**config.mk**
```make
export PLATFORM = sky130hd
export DESIGN_NAME = lfsr_stream_arbiter
export DESIGN_NICKNAME = d
export VERILOG_FILES = /design/src/rtl/lfsr_arb_pkg.sv /design/src/rtl/lfsr_stream_arbiter_rr_picker.sv /design/src/rtl/lfsr_stream_arbiter.sv
export SDC_FILE = /design/constraint.sdc
export NUM_CORES = 1
export LEC_CHECK = 0
export ABC_AREA = 1
export CORE_UTILIZATION = 38
export DETAILED_ROUTE_END_ITERATION = 10
export PLACE_DENSITY = 0.93
export REMOVE_ABC_BUFFERS = 1
export SLEW_MARGIN = 0
export SYNTH_ARGS = -nofsm -noshare
export SYNTH_HDL_FRONTEND = slang
export SYNTH_SLANG_ARGS = --single-unit
```
**constraint.sdc**
```tcl
create_clock -name clk -period 5 [get_ports clk]
set_input_delay 1 -clock clk [delete_from_list [all_inputs] [get_ports clk]]
set_output_delay 1 -clock clk [all_outputs]
set_load 0.02 [all_outputs]
```
**src/rtl/lfsr_arb_pkg.sv**
```systemverilog
// Shared types and default sizing for the LFSR stream arbiter.
package lfsr_arb_pkg;

    localparam int DEF_DATA_WIDTH = 8;
    localparam int DEF_NUM_REQ    = 4;
    localparam int DEF_BURST_LEN  = 4;

    typedef enum logic {
        IDLE  = 1'b0,
        BURST = 1'b1
    } arb_state_t;

endpackage

```
**src/rtl/lfsr_stream_arbiter_rr_picker.sv**
```systemverilog
// Round-robin picker: first set request at or after the pointer, wrapping.
// Purely combinational; o_valid flags that any request was found.
module rr_picker
    import lfsr_arb_pkg::*;
#(
    parameter int  NUM_REQ = DEF_NUM_REQ,
    localparam int PTR_W   = $clog2(NUM_REQ)
) (
    input  logic [NUM_REQ-1:0] i_req,
    input  logic [PTR_W-1:0]   i_rr_ptr,
    output logic [NUM_REQ-1:0] o_grant,
    output logic [PTR_W-1:0]   o_idx,
    output logic               o_valid
);

    int w_pos;

    // Scan from the pointer upward, wrapping, and keep the first hit.
    always_comb begin
        o_grant = '0;
        o_idx   = '0;
        o_valid = 1'b0;
        w_pos   = 0;
        for (int off = 0; off < NUM_REQ; off++) begin
            w_pos = int'(i_rr_ptr) + off;
            if (w_pos >= NUM_REQ) begin
                w_pos = w_pos - NUM_REQ;
            end
            if (!o_valid && i_req[w_pos]) begin
                o_valid        = 1'b1;
                o_grant[w_pos] = 1'b1;
                o_idx          = PTR_W'(w_pos);
            end
        end
    end

endmodule

```
**src/rtl/lfsr_stream_arbiter.sv**
```systemverilog
// Distributes an LFSR word stream to NUM_REQ consumers in fixed-length
// bursts, round-robin. Data path is combinational; only ownership and the
// beat counter are registered.
// Optional per-port delivered-beat statistics: define LFSR_ARB_STATS_EN.
//
//   state | meaning
//   IDLE  | no owner, source stalled, picking next grant
//   BURST | grant held, beats routed to owner until BURST_LEN delivered
module lfsr_stream_arbiter
    import lfsr_arb_pkg::*;
#(
    parameter int DATA_WIDTH = DEF_DATA_WIDTH,
    parameter int NUM_REQ    = DEF_NUM_REQ,
    parameter int BURST_LEN  = DEF_BURST_LEN
) (
    input  logic                          clk,
    input  logic                          resetn,
    input  logic [DATA_WIDTH-1:0]         in_tdata,
    input  logic                          in_tvalid,
    output logic                          in_tready,
    input  logic [NUM_REQ-1:0]            req,
    output logic [NUM_REQ*DATA_WIDTH-1:0] out_tdata,
    output logic [NUM_REQ-1:0]            out_tvalid,
    input  logic [NUM_REQ-1:0]            out_tready,
    output logic [NUM_REQ-1:0]            out_tlast,
    output logic [NUM_REQ-1:0]            grant,
    output logic [NUM_REQ*16-1:0]         beat_count
);

    localparam int PTR_W = $clog2(NUM_REQ);
    localparam int CNT_W = $clog2(BURST_LEN) + 1;
    localparam logic [CNT_W-1:0] CNT_LAST = CNT_W'(BURST_LEN - 1);
    localparam logic [PTR_W-1:0] PTR_MAX  = PTR_W'(NUM_REQ - 1);

    arb_state_t         r_state;
    logic [NUM_REQ-1:0] r_grant;
    logic [PTR_W-1:0]   r_gidx;
    logic [PTR_W-1:0]   r_rr_ptr;
    logic [CNT_W-1:0]   r_cnt;

    logic [NUM_REQ-1:0] w_pick_grant;
    logic [PTR_W-1:0]   w_pick_idx;
    logic               w_pick_valid;
    logic               w_in_burst;
    logic               w_hs;
    logic               w_last;

    rr_picker #(
        .NUM_REQ (NUM_REQ)
    ) u_rr_picker (
        .i_req    (req),
        .i_rr_ptr (r_rr_ptr),
        .o_grant  (w_pick_grant),
        .o_idx    (w_pick_idx),
        .o_valid  (w_pick_valid)
    );

    assign w_in_burst = (r_state == BURST);
    assign in_tready  = w_in_burst && out_tready[r_gidx];
    assign w_hs       = in_tready && in_tvalid;
    assign w_last     = w_in_burst && (r_cnt == CNT_LAST);
    assign grant      = r_grant;

    // Route the source to the current owner; every other port stays quiet.
    always_comb begin
        out_tvalid = '0;
        out_tdata  = '0;
        out_tlast  = '0;
        if (w_in_burst) begin
            out_tvalid[r_gidx]                          = in_tvalid;
            out_tdata[r_gidx*DATA_WIDTH +: DATA_WIDTH] = in_tdata;
            out_tlast[r_gidx]                           = w_last;
        end
    end

    // Ownership FSM: pick in IDLE, count beats in BURST, advance pointer on tlast.
    always_ff @(posedge clk) begin
        if (!resetn) begin
            r_state  <= IDLE;
            r_grant  <= '0;
            r_gidx   <= '0;
            r_rr_ptr <= '0;
            r_cnt    <= '0;
        end else begin
            case (r_state)
                IDLE: begin
                    if (w_pick_valid) begin
                        r_grant <= w_pick_grant;
                        r_gidx  <= w_pick_idx;
                        r_cnt   <= '0;
                        r_state <= BURST;
                    end
                end
                BURST: begin
                    if (w_hs) begin
                        if (w_last) begin
                            r_state  <= IDLE;
                            r_grant  <= '0;
                            r_cnt    <= '0;
                            r_rr_ptr <= (r_gidx == PTR_MAX) ? '0 : r_gidx + PTR_W'(1);
                        end else begin
                            r_cnt <= r_cnt + CNT_W'(1);
                        end
                    end
                end
                default: r_state <= IDLE;
            endcase
        end
    end

`ifdef LFSR_ARB_STATS_EN
    logic [15:0] r_beat_cnt [NUM_REQ];

    // Saturating count of beats actually handed to each port.
    always_ff @(posedge clk) begin
        if (!resetn) begin
            for (int i = 0; i < NUM_REQ; i++) begin
                r_beat_cnt[i] <= '0;
            end
        end else begin
            for (int i = 0; i < NUM_REQ; i++) begin
                if (w_hs && (r_gidx == PTR_W'(i)) && (r_beat_cnt[i] != 16'hFFFF)) begin
                    r_beat_cnt[i] <= r_beat_cnt[i] + 16'd1;
                end
            end
        end
    end

    // Flatten the counters onto the output bus.
    always_comb begin
        beat_count = '0;
        for (int i = 0; i < NUM_REQ; i++) begin
            beat_count[i*16 +: 16] = r_beat_cnt[i];
        end
    end
`else
    assign beat_count = '0;
`endif

endmodule

```
* Word level (Yosys, flattened, before mapping) *
Index checks and enable logic that the tools add are counted.

storage, ports and cells
  bits of input ports = 19
  register bits after elaboration = 12
  logic and storage cells = 117

cells by class
  reductions and logical operators = 18
  magnitude comparators = 14
  $add $sub $neg = 10
  shift operators = 2
  equality and inequality tests = 5
  mux-type cells = 56
  bitwise gates (word level) = 7

operators by type and width
  operator                                                                              count
  32-bit 2-to-1 mux                                                                     5
  32-bit by 1-bit greater-or-equal comparator with 1-bit output, second input constant  4
  32-bit by 4-bit < comparator with 1-bit output, second input constant                 4
  32-bit by 4-bit greater-or-equal comparator with 1-bit output, second input constant  3
  32-bit by 4-bit subtractor with 32-bit output, second input constant                  3
  4-bit 2-to-1 mux                                                                      9
  5-bit negation with 34-bit output                                                     1
  8-bit by 34-bit variable shift with 32-bit output, first input constant               1
  8-bit by 34-bit indexed part select with 32-bit output                                1
  32-bit AND                                                                            1
  1-bit 2-to-1 mux                                                                      21
  4-bit bitwise OR                                                                      3
  1-bit logical AND                                                                     11
  1-bit binary-select mux with 2-bit select                                             5
  1-bit demux with 2-bit select                                                         5
  2-bit 2-to-1 mux                                                                      5
  3-bit 2-to-1 mux                                                                      3
  4-bit AND                                                                             2
  4-bit case mux with 2 select lines                                                    1
  2-bit by 2-bit adder with 3-bit output, second input constant                         2
  2-bit by 1-bit inequality test with 1-bit output, second input constant               3
  3-bit case mux with 2 select lines                                                    1
  3-bit AND reduction                                                                   2
  2-bit AND reduction                                                                   2
  other kinds (12)                                                                      14

* Longest topological paths before layout *
  word-level depth = 17
  depth in mapped cells = 12
  depth with buffers taken out = 12

* Modules after synthesis *
From an unflattened synthesis, not the netlist that was laid out.

second synthesis, totals
  cell total of the unflattened synthesis = 291
  area, all modules = 1841.8 µm²

by module, submodules not included
  module               instances  area each (µm²)  cells an instance
  lfsr_stream_arbiter  1          1381.3           214
  rr_picker            1          460.4            77

* Least setup slack after synthesis *
No wires, ideal clock.

  path kind = register -> output
  start point = register r_gidx[0]
  end point = output out_tdata[24]
  setup slack = 2.386 ns
  required time = 4.000 ns
  cell stages (with the launch flop) = 6
  arrival = 1.614 ns
  path buffers = 0
  path through = dfxtp_1 -> inv_2 -> ha_1 -> inv_1 -> nand3_1 -> nor3_1

between the ends
  longest elaborated chain between the ends = 4
  elaborated cells on any way between the ends = 5

ends and longest elaborated chain
  item                                                                                                                         line                       RTL
  from (decl)                                                                                                                  lfsr_stream_arbiter.sv:37  logic [PTR_W-1:0] r_gidx;
  from (signal assigned)                                                                                                       lfsr_stream_arbiter.sv:89  r_gidx <= w_pick_idx;
  5-bit negation with 34-bit output *                                                                                          lfsr_stream_arbiter.sv:71  out_tdata[r_gidx*DATA_WIDTH +: DATA_WIDTH] = in_tdata;
  8-bit by 34-bit indexed part select with 32-bit output or 8-bit by 34-bit variable shift with 32-bit output (tied branches)  lfsr_stream_arbiter.sv:71
  32-bit AND (no line) *                                                                                                       n/a
  32-bit 2-to-1 mux *                                                                                                          lfsr_stream_arbiter.sv:69  if (w_in_burst) begin
  to (decl)                                                                                                                    lfsr_stream_arbiter.sv:22  output logic [NUM_REQ*DATA_WIDTH-1:0] out_tdata,

Mark *: on every way between the ends. The rest lies on a longest branch, timed or not.

* Worst setup path in the final report *
  start point = register r_gidx[0]
  end point = output out_tdata[19]

The elaborated chain is that of the path after synthesis.

==> metrics.yaml <==
status: "finished clean"
p_total_mw: 0.369
grt-ovfl-total: 0
grt_pass1_vias: 1623
ys_ff_latch: 12
drc: 0
cts_max_level: 1
leakagePower_nw: 1.05
synth.largest_area_cell: "buf_4"
gr-usage-all-layers: 0.170
port_buffers: 63
avgSynthCellArea_um2: 6.20
nNetsFinal: 383
grt_max_degree: 13
viasPerCell: 4.58
setup_tns_ns: 0
setup_viol: 0
wl_um: 4240
post_cts_buffers: 0
place.gp.congestion: 0.955
dieArea_um2: 4960
drt_first_pass_iters: 4
hold_class: "register to register"
layout-drive-gt1-share: 0.0455
insertion_delay_ns: 0.24
clk_pin_slew_ns: 0.05
switching_share: 0.412
antenna_found_initial: 0
synth.cells.most_frequent: "buf_4, nand2_1, nor2_1, inv_1, nand3_1"
start_util: 0.403
cts_root_buf: "clkbuf_8"
slew_viol_final: 0
arrival_ns: 2.49
num_rows: 24
period_needed_ns: 3.49
crit_required_ns: 4.00
final_hold_viol_count: 0
cp-start-kind: "register"
syn2layout_area_growth_pct: 27.8
chipHeight_um: 70.4
ios: 128
die_w_um: 70.4
intPower_mw: 0.217
hold_buffers: 0
p_switching_mw: 0.152
crit_path_end_kind: "output pin"
synth_top_area_share: 0.270
fin_util: 0.515
yosysSeqAreaShare: 0.135
grt_pass1_wl_um: 6940
place_area_um2: 2220
clkPwrFrac: 0.286
stdcell_count: 404
drv_cap: 0
drt_iter0_drc: 67
crit_type: "register to output pin"
clock_skew_ns: 0.00119
cts_made_buffers: 3
synth_edf_count: 0
ant_nets: 0
yosysWarnings: 0
rsz0062_at_grt: "no"
yosys_most_used_dff: "dfxtp_1"
synthArstFlopShare: 0
syn_inst: 287
synthTopCellsByArea: "buf_4, dfxtp_1, nand2_1, nor2_1, ha_1"
design_area_um2: 2270
ys_types: 25
crit_fanout: 10
finalCritPeriodShare: 0.698
coreArea_um2: 4410
clock-sinks: 12
post_cts_resized: 0
fillers: 455
max_freq_ghz: 0.287
dp_hpwl_um: 3500
antennaDiodeCount: 0
seqPwrFrac: 0.292
cts_tree: "built"
dpl.cell_count: 400
synth_area_um2: 1780
clockBufferDepth: 2
ir_worst_vdd_v: 0.000114
power.density_nw_per_um2: 162
drt-wirelength-per-cell_um: 10.5
p_comb_frac: 0.422
vias: 1850
yosysMostFrequentCell: "buf_4"
power groups by stage:
| stage | combinational (mW) | clock [mW] | sequential, mW |
|---|---|---|---|
| global placement | 0.151 | 0 | 0.110 |
| finish | 0.156 | 0.105 | 0.108 |
| detailed placement | 0.154 | 0 | 0.110 |
| global route | 0.172 | 0.114 | 0.109 |
| CTS | 0.155 | 0.108 | 0.108 |
| floorplan | 0.108 | 0 | 0.110 |
state kept, by name, indices dropped and copies added (netlist names):
register  cells
r_state       1
grant         4
r_gidx        2
r_rr_ptr      2
r_cnt         3
path summary, 6_finish.rpt:
| check | startpoint | to | slack, ns | cells after the start |
|---|---|---|---|---|
| max | r_gidx[0] | out_tdata[19] | 1.51 | 7 |
| max reg2reg | r_rr_ptr[0] | r_cnt[1] | 2.75 | 11 |
| min | r_cnt[2] | r_cnt[2] | 0.45 | 2 |
| min reg2reg | r_cnt[2] | r_cnt[2] | 0.45 | 2 |
final cells by class:
| type | instances | area [µm²] | area share |
|---|---|---|---|
| multi-input combinational | 242 | 1170 | 0.513 |
| timing repair buffer | 63 | 631 | 0.277 |
| inverter | 31 | 116 | 0.0512 |
| clock buffer | 4 | 55.1 | 0.0242 |
| sequential | 12 | 240 | 0.106 |
| tap | 52 | 65.1 | 0.0286 |
layout by cell type (no fill, tap or decap):
| cell | netlist | layout |
|---|---|---|
| clkbuf_8 | 0 | 4 |
| clkinv_1 | 1 | 1 |
| o21ai_2 | 1 | 1 |
| inv_1 | 28 | 28 |
| dfxtp_1 | 12 | 12 |
| nand3_2 | 2 | 2 |
| clkdlybuf4s50_1 | 0 | 63 |
| o21a_1 | 2 | 2 |
| nor2_4 | 1 | 1 |
| o21ai_1 | 1 | 1 |
| conb_1 | 1 | 64 |
| a21oi_1 | 16 | 16 |
| nor3_2 | 1 | 1 |
| ha_1 | 11 | 11 |
| inv_2 | 2 | 2 |
| nand3_1 | 18 | 18 |
| nand4_1 | 6 | 6 |
| nand2_1 | 52 | 52 |
| a21boi_0 | 4 | 4 |
| nor3_1 | 13 | 13 |
| a211oi_1 | 1 | 1 |
| nand2_2 | 3 | 3 |
| o21ai_0 | 6 | 6 |
| nand2_4 | 2 | 2 |
| nor2_1 | 38 | 38 |
worst max-delay path, cell delays in order, from the launching register on:
cell and delay, ns:
dfxtp_1 0.49, inv_2 0.16, ha_1 0.37, nand2_1 0.06, inv_1 0.08, nand4_1 0.27
nor2_1 0.20, clkdlybuf4s50_1 0.62
metal layers:
| metal | vias to the layer above | wire length, µm | GRT usage |
|---|---|---|---|
| met2 | 86 | 2320 | 0.342 |
| met3 | 5 | 323 | 0.0346 |
| li1 | 919 | - | - |
| met4 | 0 | 31 | 0.0422 |
| met1 | 840 | 1570 | 0.174 |
| met5 | - | 0 | 0 |
metrics by stage:
stage          hold WS (ns)  worst slack [ns]
2_1_floorplan         0.423              2.39
3_3_place_gp          0.434              1.54
3_5_place_dp          0.445              1.52
4_1_cts               0.452              1.49
5_1_grt               0.470              1.28
6_report              0.455              1.51
logic make-up after synthesis:
logic type / after synthesis / share of synthesized area
flops: 12 / 0.135
buf+inv: 96 / 0.342
other cells: 1 / 0.00211
compound gates: 31 / 0.0992
simple gates: 136 / 0.345
fa+ha+maj: 11 / 0.0774
No activity file was read; power rests on OpenSTA's default activity.
